$ cat config.mk
export PLATFORM = sky130hd
export DESIGN_NAME = ifetch
export DESIGN_NICKNAME = d
export VERILOG_FILES = /design/src/rtl/ifetch.sv
export SDC_FILE = /design/constraint.sdc
export NUM_CORES = 1
export LEC_CHECK = 0
export CAP_MARGIN = 20
export CORE_MARGIN = 4
export CORE_UTILIZATION = 40
export DETAILED_ROUTE_END_ITERATION = 6
export PLACE_DENSITY = 0.8
export SYNTH_ARGS = -nofsm -noshare
export SYNTH_HDL_FRONTEND = slang
export SYNTH_SLANG_ARGS = --single-unit
export TNS_END_PERCENT = 50
$ cat constraint.sdc
create_clock -name clk -period 3.1 [get_ports clk]
set_clock_uncertainty 0.1 [all_clocks]
set_input_delay 0.62 -clock clk [delete_from_list [all_inputs] [get_ports clk]]
set_output_delay 0.62 -clock clk [all_outputs]
set_load 0.02 [all_outputs]
$ cat src/rtl/ifetch.sv
// Instruction fetch unit: issues single-outstanding memory reads, buffers the
// returned words in a small FIFO and handles redirects (jmp) by flushing the
// buffer and discarding the response of any request already in flight.
// Build option: define IFETCH_PREFETCH_EN for a 2-entry buffer (prefetch one
// word ahead of the consumer); otherwise the buffer holds a single word.
module ifetch #(
   parameter int unsigned DWIDTH = 16,
   parameter int unsigned AWIDTH = 8
) (
   input  logic              clk,
   input  logic              rst,
   input  logic              run,
   input  logic              jmp_en,
   input  logic [AWIDTH-1:0] jmp_addr,
   output logic              mem_req,
   output logic [AWIDTH-1:0] mem_addr,
   input  logic              mem_rvalid,
   input  logic [DWIDTH-1:0] mem_rdata,
   output logic [DWIDTH-1:0] ins,
   output logic              ins_valid,
   input  logic              ins_ready,
   output logic [AWIDTH-1:0] pc
);

`ifdef IFETCH_PREFETCH_EN
   localparam int unsigned DEPTH = 2;
`else
   localparam int unsigned DEPTH = 1;
`endif
   localparam int unsigned CW = $clog2(DEPTH + 1);

   typedef enum logic [1:0] {
      S_IDLE = 2'd0,
      S_REQ  = 2'd1,
      S_WAIT = 2'd2
   } state_t;

   state_t                        state_q, state_d;
   logic [AWIDTH-1:0]             pc_q, pc_d;
   logic                          drop_q, drop_d;
   logic [CW-1:0]                 count_q, count_d;
   logic [DEPTH-1:0][DWIDTH-1:0]  fifo_q, fifo_d;
   logic                          mem_req_q, mem_req_d;
   logic                          ins_valid_q, ins_valid_d;

   logic          pop;
   logic          push;
   logic          free;
   logic          keep_wait;
   logic [CW-1:0] cnt_pop;

   // Next-state, pc, drop flag and buffer update
   always_comb begin
      state_d   = state_q;
      pc_d      = pc_q;
      drop_d    = drop_q;
      fifo_d    = fifo_q;
      push      = 1'b0;
      pop       = ins_valid_q && ins_ready && !jmp_en;
      free      = (count_q < CW'(DEPTH)) || pop;
      cnt_pop   = count_q - CW'(pop);
      // A request issued before reset must still be waited for, so its late
      // response cannot be mistaken for a fresh one.
      keep_wait = (state_q == S_REQ) || ((state_q == S_WAIT) && !mem_rvalid);

      case (state_q)
         S_IDLE: begin
            if (run && !jmp_en && free) state_d = S_REQ;
         end
         S_REQ: begin
            state_d = S_WAIT;
            if (jmp_en) drop_d = 1'b1;
         end
         S_WAIT: begin
            if (mem_rvalid) begin
               state_d = S_IDLE;
               drop_d  = 1'b0;
               if (!drop_q && !jmp_en) begin
                  push = 1'b1;
                  pc_d = pc_q + AWIDTH'(1);
               end
            end else if (jmp_en) begin
               drop_d = 1'b1;
            end
         end
         default: state_d = S_IDLE;
      endcase

      if (jmp_en) pc_d = jmp_addr;

      // Shift on pop only when a younger entry exists; a lone head is kept
      // so ins holds its last value once the buffer drains.
      for (int unsigned i = 0; i + 1 < DEPTH; i++) begin
         if (pop && (count_q > CW'(1))) fifo_d[i] = fifo_q[i+1];
      end
      for (int unsigned i = 0; i < DEPTH; i++) begin
         if (push && (cnt_pop == CW'(i))) fifo_d[i] = mem_rdata;
      end

      count_d     = jmp_en ? '0 : (cnt_pop + CW'(push));
      mem_req_d   = (state_d == S_REQ);
      ins_valid_d = (count_d != '0);
   end

   // State and datapath registers with synchronous reset
   always_ff @(posedge clk) begin
      if (rst) begin
         state_q     <= keep_wait ? S_WAIT : S_IDLE;
         drop_q      <= keep_wait;
         pc_q        <= '0;
         count_q     <= '0;
         fifo_q      <= '0;
         mem_req_q   <= 1'b0;
         ins_valid_q <= 1'b0;
      end else begin
         state_q     <= state_d;
         drop_q      <= drop_d;
         pc_q        <= pc_d;
         count_q     <= count_d;
         fifo_q      <= fifo_d;
         mem_req_q   <= mem_req_d;
         ins_valid_q <= ins_valid_d;
      end
   end

   assign mem_req   = mem_req_q;
   assign mem_addr  = pc_q;
   assign pc        = pc_q;
   assign ins       = fifo_q[0];
   assign ins_valid = ins_valid_q;

endmodule

==> results by group <==
Synth
  • Flop and latch count out of synthesis: 29
  • Synthesized netlist cell count: 141
  • Syn Nets: 174
  • Largest cells by area after synthesis: sky130_fd_sc_hd__dfxtp_1, sky130_fd_sc_hd__mux2i_1, sky130_fd_sc_hd__nor2_1, sky130_fd_sc_hd__buf_4, sky130_fd_sc_hd__a311oi_1
  • Most frequently used flop master after synthesis: sky130_fd_sc_hd__dfxtp_1
  • Proportion of synthesized chip area in sequential cells: 0.433
  • Warnings, synthesis: 0
  • Number of flops mapped to enable cells by yosys: 1
  • Cell type with the largest total area after synthesis: sky130_fd_sc_hd__dfxtp_1
  • Portion of synthesized cell area occupied by the leading cell type: 0.411
  • Distinct cells, synth: 34
  • Combined area of all synthesized cells: 0.00136 mm2
  • Post-synthesis average cell area: 9.66 um2
  • Synth async-reset ratio: 0

STA
  • Relative max-transition margin: 0.756
  • Final setup violating endpoints: 0
  • Setup WS post-layout: 0.843 ns
  • Maximum frequency from static timing analysis: 443 MHz
  • Setup repair after global routing missed its margin: no
  • Final hold violations: 0
  • Transition time at the pin with the least slew margin: 0.365 ns
  • Min Hold Slack: 0.404 ns
  • Final period utilization: 0.728
  • Max Transition Viols Final: 0
  • Final min period: 2.26 ns
  • Setup total negative slack: 0 ns

Global route
  • Largest net degree at the start of global routing: 30
  • GRT Residual Overflow: 0
  • GRT Resource Usage Total: 0.164
  • Wire length of the first global-routing pass: 5.53 mm
  • Antenna violations before repair: 0
  • Via count of the first global-routing pass: 1245

Drt
  • DR vias: 1201
  • Final antenna-violating net count: 0
  • Vias per cell: 4.96
  • Post-route DRC violation count: 0
  • 1st-iter DRT viols: 49
  • Average routed wire per standard cell: 14.5 um
  • Final WL: 3.52 mm
  • Number of iterations in the first detailed-routing pass: 4

Place
  • Post-place instance area: 0.00196 mm2
  • Number of port buffers: 63
  • Placed cell count: 234
  • Worst Setup Slack post-DPL: 0.493 ns
  • DP Wirelength: 2.67 mm
  • Routability Congestion: 0.796

Layout
  • Register Area: 591 um2
  • Cell Count, Final, Fillers Out: 242
  • Number of diodes: 0
  • Fill cell total of the finished layout: 281
  • Nets: 230
  • Share of the core filled with cells: 0.637
  • Multi-input gate area: 636 um2
  • Share of cells above drive strength 1: 0.0808
  • Commonest non-fill, non-tap cells in the layout: sky130_fd_sc_hd__clkdlybuf4s50_1, sky130_fd_sc_hd__dfxtp_1, sky130_fd_sc_hd__nor2_1
  • Most common cell after layout, fill and taps aside: sky130_fd_sc_hd__clkdlybuf4s50_1
  • Synthesis-to-layout area growth: 47.4%
  • Fin area: 0.00201 mm2

Clock network
  • Post-CTS Hold Buffers: 0
  • H-tree level count: 2
  • Clock Root Buffer: sky130_fd_sc_hd__clkbuf_4
  • Post-CTS Setup Inserts: 0
  • TritonCTS sink count: 29
  • Clock slew at the register clock pins of the worst setup and hold paths: 0.09 ns
  • Number of gates resized after cts: 0
  • Number of buffers inserted during clock tree synthesis: 5
  • Clock buffer depth: 2
  • TritonCTS clock tree: built
  • Source-to-sink clock delay at the later pin of the worst-skew pair: 0.33 ns

Power and ir drop
  • Switching part of the total: 0.276
  • Pwr per Cell Area: 387 mW/mm2
  • Leak Pwr: 0.687 nW
  • Combinational fraction of design power: 0.194
  • Seq pwr share: 0.525
  • Maximum resistive drop on vdd: 0.246 mV
  • Net Switching: 215 uW
  • Clock power frac: 0.280
  • Power after layout: 776 uW
  • Internal power component: 562 uW

Hold path
  • Hold Crit Class: reg -> reg

Worst setup path
  • Worst-path maximum fanout: 16
  • CP Class: in -> reg
  • Required time of the worst setup path: 3.21 ns
  • Arr. time, crit path: 2.37 ns
  • Type of origin of the critical path: primary input
  • Crit end category: flip-flop

Flow run
  • MaxCap Viol Count: 0

Floorplanning
  • Num rows: 20
  • Horizontal die dimension: 66.4 um
  • Area of the die: 0.00440 mm2
  • IO Pins: 64
  • Initial Utilization: 0.432
  • Core region area: 0.00315 mm2
  • Die H: 66.4 um

Run status
  • Result of the run: finished clean
[worst max-delay path, cell delays in order]
cell and delay (ns):
sky130_fd_sc_hd__clkdlybuf4s50_1 0.54, sky130_fd_sc_hd__inv_1 0.13, sky130_fd_sc_hd__nand3_1 0.08, sky130_fd_sc_hd__ha_1 0.28, sky130_fd_sc_hd__ha_1 0.14, sky130_fd_sc_hd__buf_4 0.27
sky130_fd_sc_hd__mux2i_1 0.24, sky130_fd_sc_hd__nor2_1 0.06
[path summary, 6_finish.rpt]
kind | start | endpoint | slack (ns) | cells past startpoint
max | jmp_en | ins[10] | 0.84 | 8
min | ins[7] | ins[7] | 0.40 | 2
max reg2reg | state_q[1] | ins[10] | 1.23 | 6
min reg2reg | ins[7] | ins[7] | 0.40 | 2
[state kept, by name, indices dropped and copies added, names as in the netlist]
register / count
ins_valid: 1
mem_req: 1
drop_q: 1
mem_addr: 8
state_q: 2
ins: 16
[per-layer routing]
| layer | track usage | wire, um | up-vias |
|---|---|---|---|
| li1 | - | - | 605 |
| met2 | 0.299 | 1900 | 29 |
| met4 | 0.0838 | 71 | 0 |
| met1 | 0.177 | 1430 | 560 |
| met3 | 0.0323 | 121 | 7 |
| met5 | 0 | 0 | - |
[cell type report]
type / instances / area share
Multi-Input combinational cell: 89 / 0.317
Sequential cell: 29 / 0.294
Clock buffer: 6 / 0.0206
Tap cell: 44 / 0.0274
Inverter: 6 / 0.0112
Clock inverter: 2 / 0.00498
Timing Repair Buffer: 66 / 0.325
[cells by family after synthesis]
group                      synth area share
AOI/OAI and AO/OA                     0.101
and+or+nand+nor                       0.200
adders and majority gates            0.0276
DFF                                   0.433
buffers and inverters                 0.100
muxes                                 0.125
xor gates and xnor gates             0.0129
[synth_stat cells, drive strengths merged (3+ instances only)]
library cell / count
ha: 3
a311oi: 6
buf: 12
mux2i: 17
clkbuf: 5
nor3: 4
inv: 6
nor2: 26
nand2: 3
nand4: 3
dfxtp: 28
[power by group through the flow]
stage / registers, mW / logic, mW / clock network [mW]
floorplan: 0.422 / 0.0715 / 0
global placement: 0.415 / 0.148 / 0
detailed placement: 0.417 / 0.152 / 0
CTS: 0.408 / 0.153 / 0.224
global route: 0.412 / 0.161 / 0.240
finish: 0.408 / 0.151 / 0.217
No activity file was read; power rests on OpenSTA's default activity.
